**src/rtl/cpu_microsequencer_pkg.sv**
```systemverilog
// Shared microcode constants: sequence-op encodings, interrupt acknowledge
// codes and the default microcode entry points.
package cpu_microsequencer_pkg;

  localparam logic [2:0] SEQ_NEXT     = 3'd0;
  localparam logic [2:0] SEQ_BRANCH   = 3'd1;
  localparam logic [2:0] SEQ_DISPATCH = 3'd2;
  localparam logic [2:0] SEQ_FETCH    = 3'd3;
  localparam logic [2:0] SEQ_CALL     = 3'd4;
  localparam logic [2:0] SEQ_RETURN   = 3'd5;
  localparam logic [2:0] SEQ_HALT     = 3'd6;
  localparam logic [2:0] SEQ_RSVD     = 3'd7;

  localparam logic [1:0] ACK_NONE = 2'b00;
  localparam logic [1:0] ACK_IRQ  = 2'b01;
  localparam logic [1:0] ACK_NMI  = 2'b10;

  localparam int unsigned DEF_RESET_ADDR = 'h300;
  localparam int unsigned DEF_NMI_ADDR   = 'h310;
  localparam int unsigned DEF_IRQ_ADDR   = 'h320;

  function automatic logic branch_taken(input logic cond, input logic pol);
    return cond == pol;
  endfunction

endpackage

```
**src/rtl/cpu_microsequencer_stack.sv**
```systemverilog
// Microcode return-address LIFO. A push into a full stack or a pop from an
// empty one is ignored; the caller owns the error reporting.
module cpu_microsequencer_stack
  import cpu_microsequencer_pkg::*;
#(
  parameter int W     = 10,
  parameter int DEPTH = 4
) (
  input  logic                           clock,
  input  logic                           reset,
  input  logic                           push,
  input  logic                           pop,
  input  logic [W-1:0]                   din,
  output logic [W-1:0]                   dout,
  output logic [$clog2(DEPTH+1)-1:0]     depth,
  output logic                           full,
  output logic                           empty
);

  localparam int DW = $clog2(DEPTH + 1);
  localparam int AW = (DEPTH > 1) ? $clog2(DEPTH) : 1;

  logic [W-1:0]  mem_q [0:DEPTH-1];
  logic [DW-1:0] depth_q;
  logic [DW-1:0] depth_d;
  logic [AW-1:0] wr_idx;
  logic [AW-1:0] rd_idx;

  assign wr_idx = depth_q[AW-1:0];
  assign rd_idx = wr_idx - AW'(1);
  assign full   = (depth_q == DW'(DEPTH));
  assign empty  = (depth_q == '0);
  assign depth  = depth_q;
  assign dout   = mem_q[rd_idx];

  always_comb begin
    depth_d = depth_q;
    if (push && !full) begin
      depth_d = depth_q + DW'(1);
    end else if (pop && !empty) begin
      depth_d = depth_q - DW'(1);
    end
  end

  always_ff @(negedge clock or posedge reset) begin
    if (reset) begin
      depth_q <= '0;
    end else begin
      depth_q <= depth_d;
    end
  end

  // Contents are not cleared on reset; depth alone defines validity.
  always_ff @(negedge clock) begin
    if (push && !full) begin
      mem_q[wr_idx] <= din;
    end
  end

endmodule

```
**src/rtl/cpu_microsequencer.sv**
```systemverilog
// Microcode next-address sequencer: next/branch/dispatch/fetch/call/return/halt,
// with NMI edge detection, IRQ level sampling at fetch and sticky error flags.
module cpu_microsequencer
  import cpu_microsequencer_pkg::*;
#(
  parameter int                 UADDR_W       = 10,
  parameter int                 OPCODE_W      = 8,
  parameter int unsigned        DISPATCH_PAGE = 1,
  parameter int                 STACK_DEPTH   = 4,
  parameter logic [UADDR_W-1:0] RESET_ADDR    = UADDR_W'(DEF_RESET_ADDR),
  parameter logic [UADDR_W-1:0] NMI_ADDR      = UADDR_W'(DEF_NMI_ADDR),
  parameter logic [UADDR_W-1:0] IRQ_ADDR      = UADDR_W'(DEF_IRQ_ADDR)
) (
  input  logic                               clock,
  input  logic                               reset,
  input  logic                               enable,
  input  logic [2:0]                         seq_op,
  input  logic [UADDR_W-1:0]                 branch_addr,
  input  logic                               branch_pol,
  input  logic                               cond_in,
  input  logic [OPCODE_W-1:0]                opcode,
  input  logic                               nmi_n,
  input  logic                               irq_n,
  input  logic                               irq_mask,
  output logic [UADDR_W-1:0]                 uaddr,
  output logic [1:0]                         int_ack,
  output logic [$clog2(STACK_DEPTH+1)-1:0]   stack_depth,
  output logic                               err_overflow,
  output logic                               err_underflow,
  output logic                               halted
);

  localparam int PW = UADDR_W - OPCODE_W;
  localparam logic [PW-1:0] PAGE = PW'(DISPATCH_PAGE);

  logic [UADDR_W-1:0] uaddr_q, uaddr_d;
  logic [1:0]         int_ack_q, int_ack_d;
  logic               err_ovf_q, err_ovf_d;
  logic               err_unf_q, err_unf_d;
  logic               halted_q, halted_d;
  logic               nmi_pending_q, nmi_pending_d;
  logic               nmi_n_prev_q, nmi_n_prev_d;

  logic               stk_push, stk_pop, stk_full, stk_empty;
  logic [UADDR_W-1:0] stk_dout;
  logic [UADDR_W-1:0] uaddr_inc;
  logic [UADDR_W-1:0] dispatch_addr;
  logic               nmi_edge;

  assign uaddr_inc     = uaddr_q + UADDR_W'(1);
  assign dispatch_addr = {PAGE, opcode};
  assign nmi_edge      = nmi_n_prev_q && !nmi_n;

  cpu_microsequencer_stack #(
    .W     (UADDR_W),
    .DEPTH (STACK_DEPTH)
  ) u_stack (
    .clock (clock),
    .reset (reset),
    .push  (stk_push),
    .pop   (stk_pop),
    .din   (uaddr_inc),
    .dout  (stk_dout),
    .depth (stack_depth),
    .full  (stk_full),
    .empty (stk_empty)
  );

  always_comb begin
    uaddr_d       = uaddr_q;
    int_ack_d     = int_ack_q;
    err_ovf_d     = err_ovf_q;
    err_unf_d     = err_unf_q;
    halted_d      = halted_q;
    nmi_pending_d = nmi_pending_q;
    nmi_n_prev_d  = nmi_n_prev_q;
    stk_push      = 1'b0;
    stk_pop       = 1'b0;
    if (enable) begin
      int_ack_d    = ACK_NONE;
      nmi_n_prev_d = nmi_n;
      if (!halted_q) begin
        case (seq_op)
          SEQ_BRANCH:   uaddr_d = branch_taken(cond_in, branch_pol) ? branch_addr : uaddr_inc;
          SEQ_DISPATCH: uaddr_d = dispatch_addr;
          SEQ_FETCH: begin
            if (nmi_pending_q) begin
              uaddr_d       = NMI_ADDR;
              nmi_pending_d = 1'b0;
              int_ack_d     = ACK_NMI;
            end else if (!irq_n && !irq_mask) begin
              uaddr_d   = IRQ_ADDR;
              int_ack_d = ACK_IRQ;
            end else begin
              uaddr_d = dispatch_addr;
            end
          end
          SEQ_CALL: begin
            stk_push = 1'b1;
            uaddr_d  = branch_addr;
            if (stk_full) err_ovf_d = 1'b1;
          end
          SEQ_RETURN: begin
            if (stk_empty) begin
              uaddr_d   = RESET_ADDR;
              err_unf_d = 1'b1;
            end else begin
              stk_pop = 1'b1;
              uaddr_d = stk_dout;
            end
          end
          SEQ_HALT: halted_d = 1'b1;
          default:  uaddr_d = uaddr_inc;
        endcase
      end
      // A new edge beats the clear from an NMI fetch in the same cycle.
      if (nmi_edge) nmi_pending_d = 1'b1;
    end
  end

  always_ff @(negedge clock or posedge reset) begin
    if (reset) begin
      uaddr_q       <= RESET_ADDR;
      int_ack_q     <= ACK_NONE;
      err_ovf_q     <= 1'b0;
      err_unf_q     <= 1'b0;
      halted_q      <= 1'b0;
      nmi_pending_q <= 1'b0;
      nmi_n_prev_q  <= 1'b1;
    end else begin
      uaddr_q       <= uaddr_d;
      int_ack_q     <= int_ack_d;
      err_ovf_q     <= err_ovf_d;
      err_unf_q     <= err_unf_d;
      halted_q      <= halted_d;
      nmi_pending_q <= nmi_pending_d;
      nmi_n_prev_q  <= nmi_n_prev_d;
    end
  end

  assign uaddr         = uaddr_q;
  assign int_ack       = int_ack_q;
  assign err_overflow  = err_ovf_q;
  assign err_underflow = err_unf_q;
  assign halted        = halted_q;

endmodule

```
**config.mk**
```make
export PLATFORM = sky130hd
export DESIGN_NAME = cpu_microsequencer
export DESIGN_NICKNAME = d
export VERILOG_FILES = /design/src/rtl/cpu_microsequencer_pkg.sv /design/src/rtl/cpu_microsequencer_stack.sv /design/src/rtl/cpu_microsequencer.sv
export SDC_FILE = /design/constraint.sdc
export NUM_CORES = 1
export LEC_CHECK = 0
export BUFFER_PORTS_ARGS = -buffer_cell sky130_fd_sc_hd__buf_2
export CORE_MARGIN = 2
export CORE_UTILIZATION = 60
export DETAILED_ROUTE_END_ITERATION = 16
export PLACE_DENSITY_LB_ADDON = 0.08
export SETUP_SLACK_MARGIN = 0.2
export SYNTH_ARGS = -nofsm -noshare
export SYNTH_HDL_FRONTEND = slang
export SYNTH_HIERARCHICAL = 1
export SYNTH_SLANG_ARGS = --single-unit
```
**constraint.sdc**
```tcl
create_clock -name clock -period 4.2 [get_ports clock]
set_clock_uncertainty 0.2 [all_clocks]
set_input_delay 0.21 -clock clock [delete_from_list [all_inputs] [get_ports clock]]
set_output_delay 0.21 -clock clock [all_outputs]
set_load 0.03 [all_outputs]
```
* Yosys cells after proc, flatten, opt, wreduce, memory -nomap -nowiden
Memory sizes are Yosys's and may differ from the RTL's.
Index checks and enable logic that the tools add are counted.
** Word-level totals
- Output and inout bits :: 18
- Word-level logic and storage cells :: 65
- Memories :: 1
- Register bits :: 20
- RAM bits :: 40
** Operators by class
- Eq/ne operators :: 9
- Bitwise gates (word level) :: 2
- $add $sub $neg :: 4
- Muxes and demuxes :: 25
- Reduce and logical (&&, ||, !) cells :: 16
** Memory list
- u_stack.mem_q :: depth 4, bits a word 10, rd ports 1, clocked after Yosys merged registers in 0, wr ports 1, RTL line cpu_microsequencer_stack.sv:23 : logic [W-1:0] mem_q [0:DEPTH-1];
** Operator list (count)
- one-hot mux 10 bit (6 select lines) :: 1
- two-way mux 10 bit :: 4
- two-way mux 1 bit :: 15
- == test 3 bit (second input constant) :: 4
- adder 10 x 1 -> 10 bit (second input constant) :: 1
- AND reduction 4 bit :: 2
- == test 3 x 2 -> 1 bit (second input constant) :: 2
- two-way mux 2 bit :: 3
- two-way mux 3 bit :: 2
- AND reduction 3 bit :: 2
- logical NOT 1 bit :: 5
- logical AND 1 bit :: 4
- nonzero test 2 bit :: 2
- adder 3 x 1 -> 3 bit (second input constant) :: 1
- == test 3 x 1 -> 1 bit (second input constant) :: 1
- logical NOT 3 bit :: 1
- subtractor 3 x 1 -> 3 bit (second input constant) :: 1
- != test 2 x 1 -> 1 bit (second input constant) :: 1
- NOT 1 bit :: 2
- subtractor 2 x 1 -> 2 bit (second input constant) :: 1
- == test 1 bit :: 1

* Depth between registers and ports, before layout
- Word-level depth :: 8
- Mapped depth :: 10
- Depth with buffers taken out :: 8

* By module
Netlist, hierarchy kept.
** By module, submodules not included
- cpu_microsequencer_stack :: cells an instance 84, area an instance 1740.4 um^2, instances 1, seq. area each 1276.2 um^2
- cpu_microsequencer :: cells an instance 144, area an instance 1328.8 um^2, instances 1, seq. area each 429.2 um^2

==> impl_metrics.json <==
{
  "avgSynthCellArea_um2": 13.46,
  "cts_max_path_buffers": 2,
  "setup_violations": 0,
  "rr_worst_depth": 7,
  "syn_area_mm2": 0.003069,
  "numCtsBuffers": 9,
  "p_clk_frac": 0.284,
  "grt_pass1_vias": 2260,
  "worstHoldPathType": "reg2reg",
  "use_met2": 0.4106,
  "io_buffers": 46,
  "ir_drop_v": 0.0004613,
  "syn_to_final_growth_pct": 23.85,
  "slew_headroom": 0.5422,
  "layout-drive-gt1-share": 0.3264,
  "antenna_left": 0,
  "async_flop_share": 0.3333,
  "die_h_um": 75.52,
  "power_frac_seq": 0.372,
  "finalSetupTns_ps": 0,
  "start_util": 0.6126,
  "p_comb_frac": 0.344,
  "wl_um": 7085,
  "cp.arrival_ps": 1670,
  "worst_slack_ps": 410.6,
  "grt_busiest_layer": "met2",
  "gr-usage-met1": 0.3702,
  "via_count": 2252,
  "cp_max_fo": 8,
  "dp_hpwl_um": 5133,
  "switching_power_uw": 965.1,
  "yosysTopAreaCell": "edfxtp_1",
  "synth.area.top_cells": "edfxtp_1, dfrtn_1, mux4_2",
  "design_area_mm2": 0.003801,
  "post_cts_buffers": 0,
  "cts-resized-gates": 0,
  "powerDensity_mw_per_mm2": 633.2,
  "dp_slack_ps": 77.36,
  "clockRootBuffer": "clkbuf_8",
  "antenna_cells": 0,
  "hold_violations": 0,
  "grt_use_total": 0.2723,
  "synth_flop_cell": "edfxtp_1",
  "die_area_mm2": 0.005703,
  "ys_seq_area_frac": 0.5556,
  "core_area_mm2": 0.005010,
  "holdPathStages": 2,
  "fin_nets": 368,
  "clkLatencyLatePin_ps": 380,
  "netlist_instances": 228,
  "netlist.area_leader.share": 0.3914,
  "drt_pass1_iterations": 6,
  "critPathLaunchType": "input port",
  "die_x_um": 75.52,
  "drt_iter0_drc": 251,
  "ys_types": 62,
  "synthTopCellsByCount": "edfxtp_1, dfrtn_1, inv_1",
  "synth_nets": 264,
  "postPlaceCellArea_mm2": 0.003447,
  "grt_start_max_net_pins": 18,
  "io_pins": 47,
  "switching_share": 0.4010,
  "drv_slew": 0,
  "grt_pass1_wl_um": 10970,
  "cap_violations": 0,
  "cts_sinks": 60,
  "rsz0062_at_grt": "no",
  "clkTransAtPathRegs_ps": 60,
  "hold_ws_ps": 229.7,
  "gp_congestion": 0.9268,
  "htreeDepth": 3,
  "cts_tree": "done",
  "drc": 0,
  "crit_required_ps": 2080,
  "vias_per_cell": 5.533,
  "path_class": "in2reg",
  "yosysMostFrequentCell": "edfxtp_1",
  "placementRows": 26,
  "worstMarginPinSlew_ps": 686.0,
  "ys_ff_latch": 60,
  "grt-ovfl-total": 0,
  "antenna_found_initial": 0,
  "cts_hold_buf": 0,
  "ys_warn_count": 6,
  "cp-end-kind": "flop",
  "power.internal_uw": 1442,
  "wl_per_cell_um": 17.41,
  "synth_edf_count": 40,
  "p_leak_uw": 0.001700,
  "use_met3": 0.07937,
  "status": "finished clean"
}
layer usage:
| metal | part of all wire | vias up |
|---|---|---|
| met5 | 0 | - |
| met4 | 0.017 | 0 |
| met3 | 0.069 | 10 |
| met2 | 0.47 | 99 |
| met1 | 0.44 | 1058 |
| li1 | - | 1085 |
final cells by class:
class	count	area [um^2]
repair buffers	60	335.3
fillers	359	1209
flip-flops and latches	60	1705
clock inverters	50	237.7
inverters	13	48.80
clock buffers	9	123.9
multi-input cells	145	1262
well taps	70	87.58
through the flow:
stage                     total power, uW  cells  utilization
after global placement               1766    350       0.6881
after global routing                 2562    407       0.7587
after CTS                            2428    407       0.7587
after floorplan                      1540    228            -
final                                2407    407       0.7587
after detailed placement             1789    350       0.6881
registers in the layout, indices dropped and copies added (netlist names):
register	count
uaddr	10
err_overflow	1
halted	1
nmi_pending_q	1
u_stack/mem_q	40
err_underflow	1
u_stack/depth	3
nmi_n_prev_q	1
int_ack	2
placed cells by master (no fill, tap or decap), types with 3 or more instances in the layout:
cell type,instances
o21ai_1,3
xnor2_1,5
xor2_1,5
dfrtn_1,17
nor2_2,3
inv_6,3
o21ai_0,5
ha_1,5
nor2_1,9
nor2b_1,3
clkbuf_8,9
o31ai_1,3
inv_1,56
and3_1,5
a21o_1,3
buf_4,14
a21oi_1,11
a222oi_1,6
dfstp_2,3
buf_2,46
nand3_1,4
edfxtp_1,40
mux4_2,10
nand2_1,11
o22ai_1,5
worst paths after layout:
kind | from | to | slack [ps]
worst max-delay path | seq_op[2] | uaddr[5] | 410
worst min-delay path | int_ack[0] | int_ack[0] | 230
worst max register to register | u_stack/depth[0] | uaddr[5] | 1350
worst min register to register | int_ack[0] | int_ack[0] | 230
max in group asynchronous | reset | uaddr[9] | 1550
min in group asynchronous | reset | u_stack/depth[2] | 1540
cell families after synthesis:
| kind of cell | share of synthesized area |
|---|---|
| and+or+nand+nor | 0.1150 |
| buffers and inverters | 0.04117 |
| adders and majority gates | 0.03098 |
| xor gates and xnor gates | 0.02854 |
| AOI/OAI and AO/OA | 0.1386 |
| muxes | 0.09010 |
| DFF | 0.5556 |
power groups by stage:
stage / clock [uW] / sequential, uW / combinational [uW]
2_1_floorplan: 64.4 / 1010 / 464
6_report: 683 / 896 / 827
5_1_grt: 758 / 907 / 897
4_1_cts: 706 / 895 / 827
3_5_place_dp: 64.4 / 902 / 823
3_3_place_gp: 64.4 / 898 / 804
critical path, stage by stage:
cell and delay, ps:
buf_2 210, inv_1 120, ha_4 250, a31o_1 190, a221o_1 340, o31ai_1 260, o21ai_1 80
Power figures use the tool's default switching activity.
